--- src/rtl/decode_pkg.sv ---
// Shared definitions for the decode/split stage.
//   - RV32/RV64 base opcodes used for format detection
//   - fmt_e: per-lane instruction format code reported downstream
//   - lane_fields_t: raw register/function fields plus format and illegal flag
//   - fmt_of(): maps an opcode to its base format (FMT_BAD if unrecognised)
package decode_pkg;

  localparam logic [6:0] OP_R      = 7'b0110011;
  localparam logic [6:0] OP_IMM    = 7'b0010011;
  localparam logic [6:0] OP_LOAD   = 7'b0000011;
  localparam logic [6:0] OP_JALR   = 7'b1100111;
  localparam logic [6:0] OP_SYSTEM = 7'b1110011;
  localparam logic [6:0] OP_STORE  = 7'b0100011;
  localparam logic [6:0] OP_BRANCH = 7'b1100011;
  localparam logic [6:0] OP_LUI    = 7'b0110111;
  localparam logic [6:0] OP_AUIPC  = 7'b0010111;
  localparam logic [6:0] OP_JAL    = 7'b1101111;

  typedef enum logic [2:0] {
    FMT_R   = 3'd0,
    FMT_I   = 3'd1,
    FMT_S   = 3'd2,
    FMT_B   = 3'd3,
    FMT_U   = 3'd4,
    FMT_J   = 3'd5,
    FMT_BAD = 3'd7
  } fmt_e;

  typedef struct packed {
    logic [6:0] opcode;
    logic [4:0] rd;
    logic [4:0] rs1;
    logic [4:0] rs2;
    logic [2:0] func3;
    logic [6:0] func7;
    fmt_e       fmt;
    logic       illegal;
  } lane_fields_t;

  function automatic fmt_e fmt_of(input logic [6:0] op);
    fmt_e f;
    case (op)
      OP_R:                                   f = FMT_R;
      OP_IMM, OP_LOAD, OP_JALR, OP_SYSTEM:    f = FMT_I;
      OP_STORE:                               f = FMT_S;
      OP_BRANCH:                              f = FMT_B;
      OP_LUI, OP_AUIPC:                       f = FMT_U;
      OP_JAL:                                 f = FMT_J;
      default:                                f = FMT_BAD;
    endcase
    return f;
  endfunction

endpackage

--- src/rtl/rv_field_extract.sv ---
// Combinational field splitter for a single instruction lane.
// Ports:
//   lane_valid  in   lane carries a real instruction; when 0 every output is 0
//   instr       in   32-bit instruction word
//   fields      out  raw opcode/rd/rs1/rs2/func3/func7, detected format, illegal flag
//   imm         out  format-specific immediate, sign-extended from instr[31] to XLEN
module rv_field_extract
  import decode_pkg::*;
#(
  parameter int XLEN = 32
) (
  input  logic             lane_valid,
  input  logic [31:0]      instr,
  output lane_fields_t     fields,
  output logic [XLEN-1:0]  imm
);

  fmt_e               fmt;
  logic signed [31:0] imm32;

  assign fmt = fmt_of(instr[6:0]);

  always_comb begin
    imm32 = '0;
    case (fmt)
      FMT_I:   imm32 = {{20{instr[31]}}, instr[31:20]};
      FMT_S:   imm32 = {{20{instr[31]}}, instr[31:25], instr[11:7]};
      FMT_B:   imm32 = {{19{instr[31]}}, instr[31], instr[7], instr[30:25], instr[11:8], 1'b0};
      FMT_U:   imm32 = {instr[31:12], 12'b0};
      FMT_J:   imm32 = {{11{instr[31]}}, instr[31], instr[19:12], instr[20], instr[30:21], 1'b0};
      default: imm32 = '0;
    endcase
  end

  always_comb begin
    fields = '0;
    imm    = '0;
    if (lane_valid) begin
      fields.opcode  = instr[6:0];
      fields.rd      = instr[11:7];
      fields.func3   = instr[14:12];
      fields.rs1     = instr[19:15];
      fields.rs2     = instr[24:20];
      fields.func7   = instr[31:25];
      fields.fmt     = fmt;
      fields.illegal = (fmt == FMT_BAD);
      // Width cast of a signed operand sign-extends for XLEN=64.
      imm            = XLEN'(imm32);
    end
  end

endmodule

--- src/rtl/decode_split_stage.sv ---
// Registered decode/split stage between fetch and rename/dispatch.
// Each bundle of WIDTH instructions is split per lane into raw fields, format,
// illegal flag and sign-extended immediate, then held in a 2-entry buffer
// (output register + skid register) behind a valid/ready handshake.
// Ports:
//   clk, rst            clock, asynchronous active-high reset
//   flush               drop every buffered bundle and any bundle offered this cycle
//   in_valid/in_ready   upstream handshake; in_lane_valid/in_instr carry the bundle
//   out_valid/out_ready downstream handshake
//   out_*               per-lane decoded fields, lane i in slice i of each bus
//
// Buffer occupancy:
//   out_v skid_v | meaning
//   0     0      | empty, accepted bundle goes straight to the output register
//   1     0      | one bundle presented; accept lands in skid unless consumed
//   1     1      | full, in_ready low; consume moves skid to the output register
module decode_split_stage
  import decode_pkg::*;
#(
  parameter int WIDTH = 2,
  parameter int XLEN  = 32
) (
  input  logic                  clk,
  input  logic                  rst,
  input  logic                  flush,
  input  logic                  in_valid,
  output logic                  in_ready,
  input  logic [WIDTH-1:0]      in_lane_valid,
  input  logic [WIDTH*32-1:0]   in_instr,
  output logic                  out_valid,
  input  logic                  out_ready,
  output logic [WIDTH-1:0]      out_lane_valid,
  output logic [WIDTH*7-1:0]    out_opcode,
  output logic [WIDTH*5-1:0]    out_rd,
  output logic [WIDTH*5-1:0]    out_rs1,
  output logic [WIDTH*5-1:0]    out_rs2,
  output logic [WIDTH*3-1:0]    out_func3,
  output logic [WIDTH*7-1:0]    out_func7,
  output logic [WIDTH*XLEN-1:0] out_imm,
  output logic [WIDTH*3-1:0]    out_fmt,
  output logic [WIDTH-1:0]      out_illegal
);

  localparam int FW = $bits(lane_fields_t);
  localparam int LW = FW + XLEN;

  logic [WIDTH-1:0][LW-1:0] dec_b;
  logic [WIDTH-1:0][LW-1:0] out_b;
  logic [WIDTH-1:0][LW-1:0] skid_b;
  logic [WIDTH-1:0]         out_lv;
  logic [WIDTH-1:0]         skid_lv;
  logic                     out_v;
  logic                     skid_v;
  logic                     accept;

  assign in_ready = !skid_v && !rst;
  assign accept   = in_valid && in_ready;

  for (genvar g = 0; g < WIDTH; g++) begin : g_lane
    lane_fields_t     dec_f;
    logic [XLEN-1:0]  dec_imm;
    lane_fields_t     o_f;

    rv_field_extract #(.XLEN(XLEN)) u_extract (
      .lane_valid (in_lane_valid[g]),
      .instr      (in_instr[32*g +: 32]),
      .fields     (dec_f),
      .imm        (dec_imm)
    );

    assign dec_b[g] = {dec_imm, dec_f};
    assign o_f      = out_b[g][FW-1:0];

    assign out_opcode[7*g +: 7]     = o_f.opcode;
    assign out_rd[5*g +: 5]         = o_f.rd;
    assign out_rs1[5*g +: 5]        = o_f.rs1;
    assign out_rs2[5*g +: 5]        = o_f.rs2;
    assign out_func3[3*g +: 3]      = o_f.func3;
    assign out_func7[7*g +: 7]      = o_f.func7;
    assign out_fmt[3*g +: 3]        = o_f.fmt;
    assign out_illegal[g]           = o_f.illegal;
    assign out_imm[XLEN*g +: XLEN]  = out_b[g][LW-1:FW];
  end

  assign out_valid      = out_v;
  assign out_lane_valid = out_lv;

  always_ff @(posedge clk or posedge rst) begin
    if (rst) begin
      out_v   <= 1'b0;
      skid_v  <= 1'b0;
      out_lv  <= '0;
      skid_lv <= '0;
      out_b   <= '0;
      skid_b  <= '0;
    end else if (flush) begin
      out_v  <= 1'b0;
      skid_v <= 1'b0;
    end else if (skid_v) begin
      // Skid only fills while the output register is occupied, so out_v is 1 here.
      if (out_ready) begin
        out_b   <= skid_b;
        out_lv  <= skid_lv;
        skid_v  <= 1'b0;
      end
    end else if (!out_v || out_ready) begin
      out_v <= accept;
      if (accept) begin
        out_b  <= dec_b;
        out_lv <= in_lane_valid;
      end
    end else if (accept) begin
      skid_b  <= dec_b;
      skid_lv <= in_lane_valid;
      skid_v  <= 1'b1;
    end
  end

endmodule
--- config.mk ---
export PLATFORM = sky130hd
export DESIGN_NAME = decode_split_stage
export DESIGN_NICKNAME = d
export VERILOG_FILES = /design/src/rtl/decode_pkg.sv /design/src/rtl/rv_field_extract.sv /design/src/rtl/decode_split_stage.sv
export SDC_FILE = /design/constraint.sdc
export NUM_CORES = 1
export LEC_CHECK = 0
export ABC_AREA = 0
export CAP_MARGIN = 5
export CORE_MARGIN = 3
export CORE_UTILIZATION = 25
export CTS_CLUSTER_SIZE = 14
export DETAILED_ROUTE_END_ITERATION = 7
export PLACE_DENSITY = 0.45
export SYNTH_ARGS = -nofsm -noshare
export SYNTH_HDL_FRONTEND = slang
export SYNTH_SLANG_ARGS = --single-unit
--- constraint.sdc ---
create_clock -name clk -period 10.7 [get_ports clk]
set_input_delay 1.605 -clock clk [delete_from_list [all_inputs] [get_ports clk]]
set_output_delay 1.605 -clock clk [all_outputs]
set_load 0.01 [all_outputs]
==> impl_metrics.env <==
export IMPL_timing_setup_critical_path_class="input pin to flop"
export IMPL_worst_skew_pair_late_latency_ps=540
export IMPL_antennaDiodeCount=0
export IMPL_cts_buffers=35
export IMPL_core_rowCount=81
export IMPL_cts_hold_repair_buffers=0
export IMPL_timing_critical_path_required_ps=11070
export IMPL_final_antenna_net_count=0
export IMPL_yosysTopAreaCellShare_pct=55.15
export IMPL_finish_net_count=1598
export IMPL_hp_class="flop to flop"
export IMPL_cp_max_fo=14
export IMPL_global_route_overflow_total=0
export IMPL_dr_total_vias=10720
export IMPL_postSynthAreaPerCell_sq_um=9.160
export IMPL_synth_seq_cells=278
export IMPL_post_route_period_util_pct=46.56
export IMPL_number_of_antenna_violations_at_the_first_check_in_global_routing=5
export IMPL_floorplan_core_area_sq_um=49360
export IMPL_grt_pass1_vias=10660
export IMPL_place_port_buffers=210
export IMPL_final_layout_size_suffix_gt1_share_pct=6.508
export IMPL_final_max_slew_violation_count=0
export IMPL_maximum_number_of_pins_on_one_net_before_global_route_repair=138
export IMPL_ys_seq_area_share_pct=55.15
export IMPL_synthesis_yosys_warnings=0
export IMPL_slew_headroom_pct=24.83
export IMPL_cp_arrival_ps=5350
export IMPL_final_area_sq_um=16390
export IMPL_syn_num_nets=1450
export IMPL_final_core_utilization_pct=33.21
export IMPL_synthesis_instances=1377
export IMPL_leakagePower_nw=7.087
export IMPL_detailroute_wirelength_met2_um=19660
export IMPL_cts_buffer_depth=3
export IMPL_maxClockFrequency_mhz=200.7
export IMPL_synth_top_cells_by_area="sky130_fd_sc_hd__dfrtp_1 (55%), sky130_fd_sc_hd__nand2_1 (8.1%), sky130_fd_sc_hd__o21ai_0 (7.2%)"
export IMPL_drt_pre_antenna_iters=5
export IMPL_met1_length_um=19650
export IMPL_worst_pin_slew_ps=1122
export IMPL_synth_edff_count=0
export IMPL_clk_root_buffer_cell="sky130_fd_sc_hd__clkbuf_16"
export IMPL_initial_core_util_pct=25.56
export IMPL_max_stage_delay_ps=870
export IMPL_postSynth_asyncResetShare_pct=100.0
export IMPL_timing_clock_skew_ps=23.29
export IMPL_peakVddDrop_v=0.0001038
export IMPL_status="finished, final reports clean"
export IMPL_cts_max_level=2
export IMPL_library_cell_contributing_the_largest_single_delay_on_the_critical_path="sky130_fd_sc_hd__a31oi_1"
export IMPL_layout_min_cycle_time_ps=4981
export IMPL_cts_tree="built"
export IMPL_routed_wl_met3_um=2403
export IMPL_rsz0062_at_grt="false"
export IMPL_detail_route_drc_violations=0
export IMPL_place_gp_congestion=0.7858
export IMPL_power_per_cell_area_nw_per_um2=175.8
export IMPL_routed_length_per_instance_um=19.24
export IMPL_timing_final_hold_violations=0
export IMPL_highest_layer="met5"
export IMPL_cap_violations=0
export IMPL_finalSetupViolCount=0
export IMPL_die_w_um=230.6
export IMPL_global_route_usage_over_all_layers_pct=15.81
export IMPL_worstSetupEndpointType="flop"
export IMPL_area_delta_synth_final_pct=29.96
export IMPL_netlist_top_cell_by_area="sky130_fd_sc_hd__dfrtp_1"
export IMPL_vias_per_cell=4.838
export IMPL_postCtsSetupBuffers=0
export IMPL_timing_critical_path_cells="clkdlybuf4s50_1, and4b_1, o2111a_1, inv_2, ha_1, o21a_1, o21ai_0, a32o_1, or2_1, a31oi_1, a21oi_1"
export IMPL_ioPinCount=211
export IMPL_cts_resized=0
export IMPL_detailedPlacementHpwl_um=28240
export IMPL_detailedRoute_firstIterationViolations=779
export IMPL_startpoint_type="input pin"
export IMPL_numClockSinks=278
export IMPL_yosysUniqueCellTypes=74
export IMPL_placement_cell_area_sq_um=15180
export IMPL_totalNegativeSetupSlack_ps=0
export IMPL_drt_wl_total_um=42640
export IMPL_syn_area_sq_um=12610
export IMPL_dieArea_sq_um=53190
export IMPL_yosys_most_used_dff="sky130_fd_sc_hd__dfrtp_1"
export IMPL_grt_pass1_wl_um=66250
export IMPL_fp_dieH_um=230.6
export IMPL_clk_transition_reported_paths_ps=60
layout make-up:
cell class              count  area (sq um)
flip-flops and latches    278          6960
clock inverters            14         193.9
repair buffers            223          2190
inverters                  19         78.83
clock buffers              50          1013
well taps                 664         830.8
fillers                  5158         32960
multi-input cells         968          5125
path summary, 6_finish.rpt:
path                                          from                      end  slack, ps  cells after the start
hold / removal             skid_b[104]$_DFFE_PP0P_  skid_b[104]$_DFFE_PP0P_        470                      2
hold reg to reg            skid_b[104]$_DFFE_PP0P_  skid_b[104]$_DFFE_PP0P_        470                      2
min in group asynchronous                      rst   skid_b[59]$_DFFE_PP0P_       1850                      2
setup reg to reg                  skid_v$_DFF_PP0_   out_rs1[0]$_DFFE_PP0P_       7210                      5
max in group asynchronous                      rst  out_imm[51]$_DFFE_PP0P_       7270                      3
setup / recovery                      in_instr[38]  skid_b[133]$_DFFE_PP0P_       5720                     11
layout by cell type (no fill, tap or decap), types with 15 or more instances in the layout:
cell type                         instances
sky130_fd_sc_hd__inv_1                   15
sky130_fd_sc_hd__dfrtp_1                277
sky130_fd_sc_hd__clkdlybuf4s50_1        208
sky130_fd_sc_hd__nor2_1                 116
sky130_fd_sc_hd__clkbuf_16               36
sky130_fd_sc_hd__o22ai_1                 22
sky130_fd_sc_hd__nand3_1                 28
sky130_fd_sc_hd__nand2_1                272
sky130_fd_sc_hd__a21oi_1                140
sky130_fd_sc_hd__and3_1                  19
sky130_fd_sc_hd__a221o_1                 25
sky130_fd_sc_hd__o21ai_0                181
flip-flops by register name, summed over array words and instances, names as in the netlist:
| register | cells |
|---|---|
| out_rs2 | 10 |
| out_imm | 64 |
| out_illegal | 2 |
| out_fmt | 6 |
| out_rs1 | 10 |
| skid_v | 1 |
| out_func3 | 6 |
| out_valid | 1 |
| out_lane_valid | 2 |
| out_rd | 10 |
| out_func7 | 14 |
| skid_lv | 2 |
| out_opcode | 14 |
| skid_b | 136 |
through the flow:
step                      hold slack [ps]  cells  setup slack, ps  total power, W
after CTS                           475.4   2216             5822        0.002936
after global placement              455.8   2152             5402        0.001663
final                               471.9   2216             5719        0.002882
after global routing                492.2   2216             5487        0.003025
after detailed placement            463.2   2152             5263        0.001669
after floorplan                     441.8   1377             1430        0.001413
metal layers:
| metal | vias up | global-route usage (%) |
|---|---|---|
| met5 | - | 0 |
| li1 | 5123 | - |
| met2 | 274 | 25.13 |
| met3 | 58 | 3.640 |
| met4 | 10 | 4.242 |
| met1 | 5256 | 21.71 |
synth_stat cells, types with 5 or more instances:
library cell and number:
sky130_fd_sc_hd__dfrtp_1 278, sky130_fd_sc_hd__and2_1 5, sky130_fd_sc_hd__nand4_1 13, sky130_fd_sc_hd__a21oi_1 140, sky130_fd_sc_hd__nand3_1 29, sky130_fd_sc_hd__a22o_1 14, sky130_fd_sc_hd__a32o_1 11, sky130_fd_sc_hd__buf_1 7
sky130_fd_sc_hd__o21ai_0 181, sky130_fd_sc_hd__nor2_1 116, sky130_fd_sc_hd__buf_4 5, sky130_fd_sc_hd__inv_1 16, sky130_fd_sc_hd__buf_2 11, sky130_fd_sc_hd__nand2_1 272, sky130_fd_sc_hd__and3_1 19, sky130_fd_sc_hd__o22ai_1 22
sky130_fd_sc_hd__a221o_1 25, sky130_fd_sc_hd__nand3b_1 14, sky130_fd_sc_hd__a31oi_1 6, sky130_fd_sc_hd__o21a_1 9, sky130_fd_sc_hd__o211ai_1 8, sky130_fd_sc_hd__clkbuf_1 85
cell families (layout without fill, tap and decap cells):
| logic type | count (synthesis) | count (layout) | share of synthesized area [%] |
|---|---|---|---|
| flops | 278 | 278 | 55.15 |
| xor+xnor | 2 | 2 | 0.1389 |
| fa+ha+maj | 2 | 2 | 0.1984 |
| simple gates | 509 | 509 | 18.24 |
| compound gates | 452 | 452 | 21.64 |
| mux | 3 | 3 | 0.2381 |
| buf+inv | 131 | 306 | 4.394 |
critical path, delay by kind of cell:
kind / cells / cell delay, ps
compound gates: 6 / 1880
fa+ha+maj: 1 / 430
buf+inv: 2 / 770
simple gates: 2 / 680
report_power, final:
| group | leakage (nW) | switching [W] | internal [W] |
|---|---|---|---|
| registers | 3.69 | 0.0000654 | 0.00116 |
| logic | 2.81 | 0.000213 | 0.000201 |
| clock network | 0.589 | 0.000483 | 0.000761 |
| total | 7.09 | 0.000761 | 0.00212 |
No activity file was read; power rests on OpenSTA's default activity.
